--- config.mk ---
export PLATFORM = sky130hd
export DESIGN_NAME = dly_tap_ctrl
export DESIGN_NICKNAME = d
export VERILOG_FILES = /design/src/rtl/dly_tap_ctrl.sv
export SDC_FILE = /design/constraint.sdc
export NUM_CORES = 1
export LEC_CHECK = 0
export BUFFER_PORTS_ARGS = -buffer_cell sky130_fd_sc_hd__buf_4
export CELL_PAD_IN_SITES_DETAIL_PLACEMENT = 0
export CELL_PAD_IN_SITES_GLOBAL_PLACEMENT = 1
export CORE_AREA = 10 10 125 150
export CTS_BUF_LIST = sky130_fd_sc_hd__clkbuf_4 sky130_fd_sc_hd__clkbuf_8 sky130_fd_sc_hd__clkbuf_16
export DETAILED_ROUTE_END_ITERATION = 6
export DIE_AREA = 0 0 135 160
export GPL_ROUTABILITY_DRIVEN = 0
export GPL_TIMING_DRIVEN = 1
export PLACE_DENSITY = 0.95
export SYNTH_ARGS = -nofsm -noshare
export SYNTH_HDL_FRONTEND = slang
export SYNTH_SLANG_ARGS = --single-unit
--- constraint.sdc ---
create_clock -name CLK -period 8.3 [get_ports CLK]
set_input_delay 0.83 -clock CLK [delete_from_list [all_inputs] [get_ports CLK]]
set_output_delay 0.83 -clock CLK [all_outputs]
set_load 0.01 [all_outputs]
--- src/rtl/dly_tap_ctrl.sv ---
// Per-tap delay value store feeding the delay mux.
// Ports: CLK, RST (async low), DLY_* command in, DLY_TAPn_VAL / flags out.
module dly_tap_ctrl #(
  parameter logic [5:0] INIT_TAP = 6'd0,
  parameter int         ADJ_STEP = 1
) (
  input  logic       CLK,
  input  logic       RST,
  input  logic [4:0] DLY_ADDR,
  input  logic       DLY_LOAD,
  input  logic [5:0] DLY_LOAD_VAL,
  input  logic       DLY_ADJ,
  input  logic       DLY_INCDEC,
  output logic [5:0] DLY_TAP0_VAL,
  output logic [5:0] DLY_TAP1_VAL,
  output logic [5:0] DLY_TAP2_VAL,
  output logic [5:0] DLY_TAP3_VAL,
  output logic [5:0] DLY_TAP4_VAL,
  output logic [5:0] DLY_TAP5_VAL,
  output logic [5:0] DLY_TAP6_VAL,
  output logic [5:0] DLY_TAP7_VAL,
  output logic [5:0] DLY_TAP8_VAL,
  output logic [5:0] DLY_TAP9_VAL,
  output logic [5:0] DLY_TAP10_VAL,
  output logic [5:0] DLY_TAP11_VAL,
  output logic [5:0] DLY_TAP12_VAL,
  output logic [5:0] DLY_TAP13_VAL,
  output logic [5:0] DLY_TAP14_VAL,
  output logic [5:0] DLY_TAP15_VAL,
  output logic [5:0] DLY_TAP16_VAL,
  output logic [5:0] DLY_TAP17_VAL,
  output logic [5:0] DLY_TAP18_VAL,
  output logic [5:0] DLY_TAP19_VAL,
  output logic       DLY_ACK,
  output logic       DLY_SAT,
  output logic       DLY_ERR
);

  typedef enum logic {IDLE, HOLD} state_t;

  localparam int         NTAP = 20;
  localparam logic [6:0] STEP = 7'(ADJ_STEP);

  logic [5:0] tap_q [NTAP];
  state_t     state_q;

  logic       addr_ok;
  logic       adj_go;
  logic       cmd;
  logic       clip;
  logic [5:0] cur;
  logic [5:0] adj_val;
  logic [5:0] nxt;
  logic [6:0] sum;

  always_comb begin
    cur = '0;
    for (int i = 0; i < NTAP; i++) begin
      if (DLY_ADDR == 5'(i)) cur = tap_q[i];
    end
  end

  assign addr_ok = DLY_ADDR < 5'(NTAP);
  // One step per assertion: only an IDLE-state request counts.
  assign adj_go  = (state_q == IDLE) && DLY_ADJ;
  assign cmd     = DLY_LOAD || adj_go;

  // Saturating step computed one bit wider so it never wraps.
  always_comb begin
    sum     = {1'b0, cur} + STEP;
    clip    = 1'b0;
    adj_val = cur;
    if (DLY_INCDEC) begin
      if (sum > 7'd63) begin
        adj_val = 6'd63;
        clip    = 1'b1;
      end else begin
        adj_val = sum[5:0];
      end
    end else begin
      if ({1'b0, cur} < STEP) begin
        adj_val = '0;
        clip    = 1'b1;
      end else begin
        adj_val = cur - STEP[5:0];
      end
    end
  end

  // Load beats a same-edge adjust.
  assign nxt = DLY_LOAD ? DLY_LOAD_VAL : adj_val;

  always_ff @(posedge CLK or negedge RST) begin
    if (!RST) begin
      for (int i = 0; i < NTAP; i++) tap_q[i] <= INIT_TAP;
      state_q <= IDLE;
      DLY_ACK <= 1'b0;
      DLY_SAT <= 1'b0;
      DLY_ERR <= 1'b0;
    end else begin
      DLY_ACK <= cmd && addr_ok;
      DLY_SAT <= adj_go && !DLY_LOAD && addr_ok && clip;
      DLY_ERR <= cmd && !addr_ok;
      case (state_q)
        IDLE:    if (DLY_ADJ)  state_q <= HOLD;
        HOLD:    if (!DLY_ADJ) state_q <= IDLE;
        default: state_q <= IDLE;
      endcase
      for (int i = 0; i < NTAP; i++) begin
        if (cmd && addr_ok && DLY_ADDR == 5'(i)) tap_q[i] <= nxt;
      end
    end
  end

  assign DLY_TAP0_VAL  = tap_q[0];
  assign DLY_TAP1_VAL  = tap_q[1];
  assign DLY_TAP2_VAL  = tap_q[2];
  assign DLY_TAP3_VAL  = tap_q[3];
  assign DLY_TAP4_VAL  = tap_q[4];
  assign DLY_TAP5_VAL  = tap_q[5];
  assign DLY_TAP6_VAL  = tap_q[6];
  assign DLY_TAP7_VAL  = tap_q[7];
  assign DLY_TAP8_VAL  = tap_q[8];
  assign DLY_TAP9_VAL  = tap_q[9];
  assign DLY_TAP10_VAL = tap_q[10];
  assign DLY_TAP11_VAL = tap_q[11];
  assign DLY_TAP12_VAL = tap_q[12];
  assign DLY_TAP13_VAL = tap_q[13];
  assign DLY_TAP14_VAL = tap_q[14];
  assign DLY_TAP15_VAL = tap_q[15];
  assign DLY_TAP16_VAL = tap_q[16];
  assign DLY_TAP17_VAL = tap_q[17];
  assign DLY_TAP18_VAL = tap_q[18];
  assign DLY_TAP19_VAL = tap_q[19];

endmodule

Word-level counts from Yosys, hierarchy flattened:

Cells that the tools add are included.

* muxes and demuxes: 28
* reductions and logical operators: 30
* equal/unequal tests: 19
* bitwise operators: 1
* $mul: 0
* add/subtract/negate cells: 2
* shift operators: 0
* $lt $le $gt $ge: 3
* divide/modulo/power cells: 0

Operator list (number)
* $mux W6: 24
* $eq A5 B4 Y1 const B: 8
* $logic_and A1 B1 Y1: 26
* $eq A5 B3 Y1 const B: 4
* $eq A5 B5 Y1 const B: 4
* $eq A5 B2 Y1 const B: 2
* $add A6 B1 Y7 const B: 1
* $gt A7 B6 Y1 const B: 1
* $lt A6 B1 Y1 const B: 1
* $sub A6 B1 Y6 const B: 1
* $eq A5 B1 Y1 const B: 1
* $logic_not A5 Y1: 1
* $lt A5 B5 Y1 const B: 1
* $mux W1: 4
* $logic_not A1 Y1: 2
* $logic_or A1 B1 Y1: 1
* $not A1 Y1: 1

* output and inout port bits: 123
* input bits: 16
* memory bits (writable): 0
* logic and storage cells: 107
* bits in latches: 0
* memories kept: 0
* flip-flop bits (word level): 124
* memory bits (read-only): 0

Logic depth before layout (Yosys ltp):

Gate-level depths: netlist (run 1).

* word-level depth: 26
* depth in mapped cells: 18
* depth with buffers taken out: 13

Least setup slack after synthesis (run 1):

Ideal clock, no wire load.

* kind: input -> register
* start point: input DLY_ADDR[4]
* end point: register tap_q, in the netlist DLY_TAP17_VAL[5]
* cell stages on the path: 13
* data arrival time: 3.902 ns
* slack: 4.305 ns
* required time: 8.207 ns
* buffers on the path: 3
* path through: buf_4 > nand3b_1 > or3_1 > o311ai_1 > a211oi_1 > o41ai_1 > clkbuf_1 > ha_1 > or4b_1 > a211oi_2 > nor4_4 > buf_6 > o31ai_2

* longest elaborated chain between the ends: 26
* elaborated cells between the ends (all ways): 51
* those cells by class: 2 x add/sub; 3 x order compare; 19 x eq/ne; 24 x mux; 3 x reduce/logical

Ends and longest elaborated chain
* start: declaration: RTL line 9 `input logic [4:0] DLY_ADDR,`
* $logic_not A5 Y1: RTL line 59 `if (DLY_ADDR == 5'(i)) cur = tap_q[i];`
* $mux W6 (20 in a row): RTL line 59
* $add A6 B1 Y7: RTL line 70 `sum = {1'b0, cur} + STEP;`
* $gt A7 B6 Y1: RTL line 74 `if (sum > 7'd63) begin`
* $mux W6: RTL line 74
* $mux W6: RTL line 73 `if (DLY_INCDEC) begin`
* $mux W6: RTL line 91 `assign nxt = DLY_LOAD ? DLY_LOAD_VAL : adj_val;`
* end signal: indexed assignment: RTL line 110 `if (cmd && addr_ok && DLY_ADDR == 5'(i)) tap_q[i] <= nxt;`
* end: declaration: RTL line 44 `logic [5:0] tap_q [NTAP];`

Parallel ways exist; a longest one is shown, timed or not.
A chain may end at the register's enable or synchronous reset.

Worst setup path after layout (run 1):

* start point: input DLY_ADDR[1]
* end point: register tap_q, in the netlist DLY_TAP19_VAL[5]

The elaborated chain is that of the path after synthesis.

==> impl_metrics.tcl, run 1 <==
set metrics [dict create \
    run_status "completed" \
    total_power_mw 2.18 \
    synth_edf_count 0 \
    post_cts_buffers 0 \
    cellLeakagePower_nw 3.92 \
    yosys.cell_types.count 80 \
    postRouteWirelength_um 24400 \
    vias_in_the_first_global_route 6567 \
    global_route.usage.total_pct 22.6 \
    worst_slew_pin_slew_ns 0.992 \
    detailedRoute.firstPassIterationCount 6 \
    cts.sinks 124 \
    num_io_pins 139 \
    detail_route.iter0.violations 759 \
    hold_viol 0 \
    cts_made_buffers 17 \
    cts_repair_resize_count 0 \
    drive_gt1_share_pct 26.2 \
    clock-skew-final_ns 0.00959 \
    port_buffers 138 \
    drv.max_cap_violation_count 0 \
    drt-vias-per-instance 5.96 \
    post-route-period-util_pct 56.4 \
    clock_path_buffers 2 \
    route.vias.total 6609 \
    post-synth-top-area-fraction_pct 44.4 \
    wl_met2_um 11900 \
    die_h_um 160 \
    setup_tns_ns 0 \
    timing.setup.critical_path_class "in2reg" \
    synth_area_leaders "sky130_fd_sc_hd__dfrtp_1, sky130_fd_sc_hd__nand2_1, sky130_fd_sc_hd__o21ai_0" \
    ys_async_sr_fraction_pct 100 \
    holdCritPathClass "in2async" \
    antenna_found_initial 0 \
    setup_viol 0 \
    coreArea_um2 15900 \
    die-area_um2 21600 \
    area.growth.synth_to_final_pct 23.2 \
    max-vdd-ir-drop_uv 148 \
    postSynthCellCount 785 \
    critical_path.reg2reg.startpoint "DLY_TAP2_VAL[0]" \
    synth_area_leader_cell "sky130_fd_sc_hd__dfrtp_1" \
    worstRegToRegCells 12 \
    top_reg_cell_synth "sky130_fd_sc_hd__dfrtp_1" \
    clk_transition_reported_paths_ns 0.06 \
    globalRouteOverflowTotal 0 \
    tritoncts "done" \
    synth_seq_area_share_pct 44.4 \
    rsz0062_at_grt "false" \
    dieWidth_um 135 \
    yosysWarnings 0 \
    worstPathArrival_ns 5.01 \
    placed_cell_area_um2 8060 \
    num_rows 51 \
    met1_length_um 9460 \
    antenna_cells 0 \
    drt_drc_violations_left 0 \
    ant_nets 0 \
    final_cell_area_um2 8620 \
    pre_cts_ws_ns 3.27 \
    power_density_nw_per_um2 253 \
    count_of_pins_over_their_slew_limit 0 \
    layout_min_cycle_time_ns 4.68 \
    clock.fmax_mhz 214 \
    top_layer "met4" \
    clk_latency_ns 0.42 \
    crit_path_start_kind "input port" \
    average_detailed_routed_wire_length_per_instance_um 22.0 \
    timing.critical_path.to_type "register" \
    timing.final.ws_setup_ns 3.62 \
    worst_r2r_endpoint "DLY_TAP19_VAL[5]" \
    grt_pass1_wl_um 38500 \
    timing.slew.headroom_pct 33.8 \
    cts-htree-levels 4 \
    cp_max_fo 61 \
    ys_seq_elements 124 \
    critPathRequiredTime_ns 8.62 \
    hpwlAfterDp_um 17300 \
    post_route_core_utilization_pct 54.2 \
    effective_utilization_at_floorplan_pct 44.0 \
    synth_fp_nets 804 \
    detailroute.wirelength.met3_um 1920 \
    synth.cell_area_um2 6990 \
    r2r_setup_slack_ns 4.55 \
    cts-root-buf "sky130_fd_sc_hd__clkbuf_16" \
    cts-hold-fix-buffers 0 \
    grt_max_degree 77 \
    post_synth.cell_area_avg_um2 8.91 \
    nets 902 \
]
[layout by cell type (no fill, tap or decap), types with 4 or more instances in the layout]
master and count:
sky130_fd_sc_hd__buf_4 152, sky130_fd_sc_hd__nand2_1 138, sky130_fd_sc_hd__dfrtp_1 124, sky130_fd_sc_hd__o21ai_0 59
sky130_fd_sc_hd__o21ai_1 54, sky130_fd_sc_hd__a21oi_1 45, sky130_fd_sc_hd__nor2_1 41, sky130_fd_sc_hd__inv_1 24
sky130_fd_sc_hd__o31ai_2 20, sky130_fd_sc_hd__clkbuf_16 17, sky130_fd_sc_hd__a22oi_1 13, sky130_fd_sc_hd__nand3_1 13
sky130_fd_sc_hd__nand2b_1 12, sky130_fd_sc_hd__nor3_1 11, sky130_fd_sc_hd__mux2i_1 10, sky130_fd_sc_hd__mux2_2 9
sky130_fd_sc_hd__nor3b_1 8, sky130_fd_sc_hd__a32oi_1 8, sky130_fd_sc_hd__or3b_1 6, sky130_fd_sc_hd__nor2b_1 5
sky130_fd_sc_hd__a211oi_1 5, sky130_fd_sc_hd__o22ai_1 5, sky130_fd_sc_hd__clkinvlp_4 5, sky130_fd_sc_hd__and2_1 4
sky130_fd_sc_hd__and3b_1 4, sky130_fd_sc_hd__clkinv_2 4
[per-stage QoR]
stage | hold slack (ns) | std cells
finish | 0.424 | 1108
global route | 0.480 | 1108
CTS | 0.437 | 1108
detailed placement | 0.497 | 1076
global placement | 0.483 | 1076
floorplan | 0.528 | 785
[Yosys cell counts (all sizes together) (5+ instances only)]
cell type,count
nand2,138
dfrtp,124
o21ai,113
a21oi,45
buf,43
nor2,42
clkbuf,30
inv,24
o31ai,23
a22oi,13
nand3,13
nand2b,12
nor3,12
mux2,10
mux2i,10
nor3b,10
a32oi,8
a211oi,6
a221oi,6
nor2b,6
or3b,6
nor4,5
o22ai,5
[cell type report]
cell class,count,area (um^2)
Tap cell,212,265
Fill cell,1438,7270
Timing Repair Buffer,152,1140
Sequential cell,124,3100
Clock inverter,14,123
Inverter,24,90.1
Multi-Input combinational cell,564,3460
Clock buffer,18,439
[cells by family (layout without fill, tap and decap cells)]
group / after synthesis / in the layout / share of synthesized area [%]
AO/OA/AOI/OAI: 260 / 260 / 24.7
XOR/XNOR: 2 / 2 / 0.250
adder cells (fa/ha/maj): 3 / 3 / 0.537
buffers and inverters: 97 / 208 / 6.73
flip-flops: 124 / 124 / 44.4
multiplexers: 20 / 20 / 3.04
AND/OR/NAND/NOR: 279 / 279 / 20.4
[critical path, stage by stage]
cell and delay (ns):
sky130_fd_sc_hd__buf_4 0.53, sky130_fd_sc_hd__and2b_1 0.52, sky130_fd_sc_hd__a32oi_1 0.38, sky130_fd_sc_hd__o221a_2 0.23, sky130_fd_sc_hd__a211oi_1 0.07, sky130_fd_sc_hd__o41ai_1 0.28, sky130_fd_sc_hd__buf_4 0.24, sky130_fd_sc_hd__ha_1 0.29
sky130_fd_sc_hd__or4b_1 0.56, sky130_fd_sc_hd__a211oi_2 0.42, sky130_fd_sc_hd__nor4_4 0.09, sky130_fd_sc_hd__buf_4 0.27, sky130_fd_sc_hd__o31ai_2 0.27
[power by group]
part           internal, mW  total, mW  leakage (nW)  switching (mW)
Combinational         0.276      0.600          2.06           0.324
Clock                 0.419      0.711         0.264           0.292
Sequential            0.729      0.873          1.60           0.143
Total                  1.42       2.18          3.92           0.759
[layer usage]
layer / vias up / track usage, %
met5: - / 0.241
met4: 0 / 10.7
met3: 70 / 5.49
met2: 324 / 36.3
met1: 3193 / 27.6
li1: 3022 / -
[worst max path at each step]
stage                           start                to  slack [ns]
after global placement    DLY_ADDR[1]  DLY_TAP17_VAL[5]        3.40
after detailed placement  DLY_ADDR[1]  DLY_TAP19_VAL[5]        3.27
after floorplan           DLY_ADDR[4]  DLY_TAP17_VAL[5]        4.30
final                     DLY_ADDR[1]  DLY_TAP19_VAL[5]        3.62
after global routing      DLY_ADDR[1]  DLY_TAP18_VAL[5]        3.44
after CTS                 DLY_ADDR[1]  DLY_TAP19_VAL[5]        3.69
Note: power is estimated with default switching activity, not from simulation.
==> run 2, diff against run 1 <==
- CORE_AREA: 10 10 125 150 -> 10 10 135 162
- DIE_AREA: 0 0 135 160 -> 0 0 145 172
- PLACE_DENSITY: 0.95 -> 0.87
- clock period: 8.3 -> 4.1 ns (I/O delays scaled with it)
==> impl_metrics.tcl, run 2 (synthesis results as in run 1) <==
set metrics [dict create \
    run_status "completed" \
    rsz0062_at_grt "false" \
    vias_in_the_first_global_route 6705 \
    die-area_um2 24900 \
    num_rows 55 \
    tritoncts "done" \
    power_density_nw_per_um2 516 \
    clk_latency_ns 0.43 \
    critPathRequiredTime_ns 4.39 \
    coreArea_um2 18600 \
    antenna_found_initial 0 \
    cp_max_fo 28 \
    n_fill_cell 1724 \
    max-vdd-ir-drop_uv 299 \
    port_buffers 138 \
    detailedRoute.firstPassIterationCount 5 \
    timing.setup.critical_path_class "in2reg" \
    grt_pass1_wl_um 41300 \
    cts.sinks 124 \
    globalRouteOverflowTotal 0 \
    dp.cells 1160 \
    antenna_cells 0 \
    total_power_mw 4.70 \
    drt_drc_violations_left 0 \
    detail_route.iter0.violations 892 \
    fin_worst_hold_slack_ns 0.115 \
    timing.critical_path.to_type "register" \
    die_h_um 172 \
    average_detailed_routed_wire_length_per_instance_um 22.4 \
    post_cts_buffers 0 \
    clock_path_buffers 2 \
    setup_tns_ns 0 \
    post-route-period-util_pct 87.8 \
    drv.max_cap_violation_count 0 \
    hold_viol 0 \
    hpwlAfterDp_um 19500 \
    crit_path_start_kind "input port" \
    worstPathArrival_ns 3.89 \
    drt-vias-per-instance 5.72 \
    effective_utilization_at_floorplan_pct 37.5 \
    worst_slew_pin_slew_ns 1.06 \
    cts_made_buffers 17 \
    ant_nets 0 \
    dieWidth_um 145 \
    setup_viol 0 \
    clock-skew-final_ns 0.00930 \
    postRouteWirelength_um 26700 \
    count_of_pins_over_their_slew_limit 0 \
    finish.cell_count_without_fillers 1192 \
    route.vias.total 6813 \
    area.growth.synth_to_final_pct 30.3 \
    clk_transition_reported_paths_ns 0.06 \
    pre_cts_ws_ns 0.103 \
    clock.fmax_mhz 278 \
    num_io_pins 139 \
    global_route.usage.total_pct 21.1 \
    timing.slew.headroom_pct 29.5 \
    cts_repair_resize_count 0 \
    timing.final.ws_setup_ns 0.499 \
    cts-root-buf "sky130_fd_sc_hd__clkbuf_16" \
    grt_max_degree 82 \
    cellLeakagePower_nw 4.17 \
    layout_min_cycle_time_ns 3.60 \
    holdCritPathClass "in2reg" \
    layout_commonest_cell "sky130_fd_sc_hd__buf_4" \
    nets 942 \
    layout.cells.most_common_list "sky130_fd_sc_hd__buf_4, sky130_fd_sc_hd__nand2_1, sky130_fd_sc_hd__dfrtp_1" \
    drive_gt1_share_pct 29.4 \
    cts-hold-fix-buffers 0 \
    cts-htree-levels 4 \
]
==> run 2: stage by stage <==
stage | utilization, % | area [um^2]
after global placement | 45.5 | 8490
after global routing | 48.9 | 9110
after floorplan | - | 6990
final | 48.9 | 9110
after CTS | 48.9 | 9110
after detailed placement | 45.5 | 8490
==> run 2: final timing paths <==
path                            startpoint                to  slack, ns  cells past startpoint
min in group asynchronous              RST  DLY_TAP13_VAL[1]       0.18                      1
hold reg to reg            DLY_TAP8_VAL[0]   DLY_TAP8_VAL[0]       0.51                      2
hold / removal                     DLY_ADJ           state_q       0.12                      1
setup reg to reg           DLY_TAP0_VAL[0]  DLY_TAP14_VAL[5]       0.53                     13
setup / recovery               DLY_ADDR[2]  DLY_TAP14_VAL[5]       0.50                     14
max in group asynchronous              RST   DLY_TAP0_VAL[4]       3.00                      2
==> run 2: area by class of cell <==
type                    instances  area [um^2]  area share, %
multi-input cells             564         3460           37.9
flip-flops and latches        124         3100           34.0
repair buffers                192         1520           16.6
clock buffers                  18          433           4.75
well taps                     256          320           3.51
clock inverters                14          195           2.14
inverters                      24         90.1          0.988
==> run 2: worst max-delay path, cell delays in order <==
cell	delay (ns)
sky130_fd_sc_hd__buf_4	0.27
sky130_fd_sc_hd__buf_4	0.27
sky130_fd_sc_hd__nand2_1	0.16
sky130_fd_sc_hd__o311ai_1	0.38
sky130_fd_sc_hd__a211oi_1	0.12
sky130_fd_sc_hd__o41ai_1	0.28
sky130_fd_sc_hd__buf_4	0.22
sky130_fd_sc_hd__ha_1	0.17
sky130_fd_sc_hd__or3b_1	0.37
sky130_fd_sc_hd__or3b_1	0.17
sky130_fd_sc_hd__mux2i_1	0.10
sky130_fd_sc_hd__nor4_4	0.64
sky130_fd_sc_hd__buf_12	0.24
sky130_fd_sc_hd__o31ai_2	0.07
==> run 2: power breakdown <==
group	switching [mW]	leakage (nW)	internal [mW]	total, mW
sequential	0.297	1.60	1.48	1.77
clock	0.609	0.296	1.03	1.63
combinational	0.686	2.28	0.610	1.30
==> run 2: per-layer routing <==
| layer | part of all wire (%) | wire [um] | global-route usage [%] | vias up |
|---|---|---|---|---|
| met5 | 0 | 0 | 0 | - |
| li1 | - | - | - | 3103 |
| met2 | 48 | 12900 | 34.6 | 365 |
| met1 | 40 | 10700 | 26.2 | 3272 |
| met4 | 3.5 | 934 | 9.87 | 0 |
| met3 | 7.8 | 2090 | 4.21 | 73 |
==> run 3, diff against run 2 <==
- MAX_ROUTING_LAYER: not set -> met4
==> impl_metrics.tcl, run 3 (synthesis results as in run 1) <==
set metrics [dict create \
    final_cell_area_um2 9110 \
    postRouteWirelength_um 26700 \
    globalRouteOverflowTotal 0 \
    count_of_pins_over_their_slew_limit 0 \
    tritoncts "done" \
    critPathRequiredTime_ns 4.38 \
    num_rows 55 \
    hold_viol 0 \
    post-route-period-util_pct 88.5 \
    antenna_cells 0 \
    clock-skew-final_ns 0.00896 \
    power.share.sequential_pct 37.7 \
    clock_path_buffers 2 \
    setup_viol 0 \
    cellInternalPower_mw 3.11 \
    max-vdd-ir-drop_uv 296 \
    holdCritPathClass "in2reg" \
    area.growth.synth_to_final_pct 30.3 \
    fin_worst_hold_slack_ns 0.116 \
    detail_route.iter0.violations 918 \
    drive_gt1_share_pct 29.4 \
    timing.setup.critical_path_class "in2reg" \
    grt_max_degree 82 \
    crit_path_start_kind "input port" \
    rsz0062_at_grt "false" \
    antenna_found_initial 0 \
    violations "design-rule violations" \
    worstRegToRegCells 13 \
    layout.cells.most_common_list "sky130_fd_sc_hd__buf_4, sky130_fd_sc_hd__nand2_1, sky130_fd_sc_hd__dfrtp_1" \
    power.net_switching_mw 1.59 \
    placed_cell_area_um2 8490 \
    vias_in_the_first_global_route 6707 \
    cts_made_buffers 17 \
    power_density_nw_per_um2 516 \
    coreArea_um2 18600 \
    num_io_pins 139 \
    cts-root-buf "sky130_fd_sc_hd__clkbuf_16" \
    route.vias.total 6781 \
    drt_drc_violations_left 2 \
    run_status "finished, violations left" \
    layout_min_cycle_time_ns 3.63 \
    setup_tns_ns 0 \
    grt_pass1_wl_um 41200 \
    cellLeakagePower_nw 4.17 \
    ant_nets 0 \
    cts_repair_resize_count 0 \
    timing.slew.headroom_pct 28.6 \
    clk_latency_ns 0.42 \
    p_comb_share_pct 27.6 \
    worstPathArrival_ns 3.91 \
    clk_transition_reported_paths_ns 0.06 \
    hpwlAfterDp_um 19500 \
    die-area_um2 24900 \
    detailedRoute.firstPassIterationCount 7 \
    port_buffers 138 \
    dieWidth_um 145 \
    average_detailed_routed_wire_length_per_instance_um 22.4 \
    drt-vias-per-instance 5.69 \
    final-seq-area_um2 3100 \
    clock.fmax_mhz 276 \
    whs_path_depth 1 \
    effective_utilization_at_floorplan_pct 37.5 \
    cp_max_fo 23 \
    die_h_um 172 \
    timing.critical_path.to_type "register" \
    post_cts_buffers 0 \
    cts.sinks 124 \
    layout_commonest_cell "sky130_fd_sc_hd__buf_4" \
    n_fill_cell 1724 \
    multi_input_comb_area_um2 3460 \
    power.switching_fraction_pct 33.8 \
    drv.max_cap_violation_count 0 \
    cts-htree-levels 4 \
    nets 942 \
    cts-hold-fix-buffers 0 \
    worst_slew_pin_slew_ns 1.07 \
    share_clk_of_total_power_pct 34.7 \
    global_route.usage.total_pct 21.6 \
]
[run 3: path summary, 6_finish.rpt]
check	from	to	slack, ns
min in group asynchronous	RST	DLY_TAP13_VAL[1]	0.19
worst min-delay path	DLY_ADJ	state_q	0.12
worst min register to register	DLY_TAP8_VAL[0]	DLY_TAP8_VAL[0]	0.51
worst max-delay path	DLY_ADDR[4]	DLY_TAP14_VAL[5]	0.47
worst max register to register	DLY_TAP0_VAL[0]	DLY_TAP14_VAL[5]	0.51
max in group asynchronous	RST	DLY_TAP19_VAL[4]	2.99
[run 3: per-layer routing]
layer,up-vias,global-route usage (%),wire [um]
met3,76,3.58,1770
met4,0,9.47,878
li1,3103,-,-
met1,3250,26.5,11100
met5,-,-,0
met2,352,34.9,13000
[run 3: worst max-delay path: stages]
cell and delay (ns):
sky130_fd_sc_hd__buf_4 0.24, sky130_fd_sc_hd__or3b_1 0.48, sky130_fd_sc_hd__a2111oi_0 0.41, sky130_fd_sc_hd__o21ai_0 0.24, sky130_fd_sc_hd__o41ai_1 0.11, sky130_fd_sc_hd__buf_4 0.22, sky130_fd_sc_hd__ha_1 0.18, sky130_fd_sc_hd__or3b_1 0.37
sky130_fd_sc_hd__or3b_1 0.17, sky130_fd_sc_hd__mux2i_1 0.10, sky130_fd_sc_hd__nor4_4 0.66, sky130_fd_sc_hd__buf_12 0.24, sky130_fd_sc_hd__o31ai_2 0.07
[run 3: power by group through the flow]
stage	clock network (mW)	registers (mW)	logic [mW]
finish	1.63	1.77	1.30
global placement	0	1.78	1.29
CTS	1.63	1.77	1.31
detailed placement	0	1.78	1.30
floorplan	0	1.79	0.505
global route	1.69	1.80	1.41
[run 3: final cells by class]
type,instances,share of cell area (%)
multi-input combinational,564,37.9
sequential,124,34.0
timing repair buffer,192,16.6
clock buffer,18,4.75
tap,256,3.51
clock inverter,14,2.14
inverter,24,0.988
[run 3: per-stage QoR]
stage	util, %	worst slack [ns]	total power, mW	std cells
after floorplan	-	0.525	2.29	785
after global placement	45.5	0.0815	3.07	1160
after detailed placement	45.5	0.103	3.09	1160
after CTS	48.9	0.520	4.71	1192
after global routing	48.9	0.283	4.90	1192
final	48.9	0.471	4.70	1192
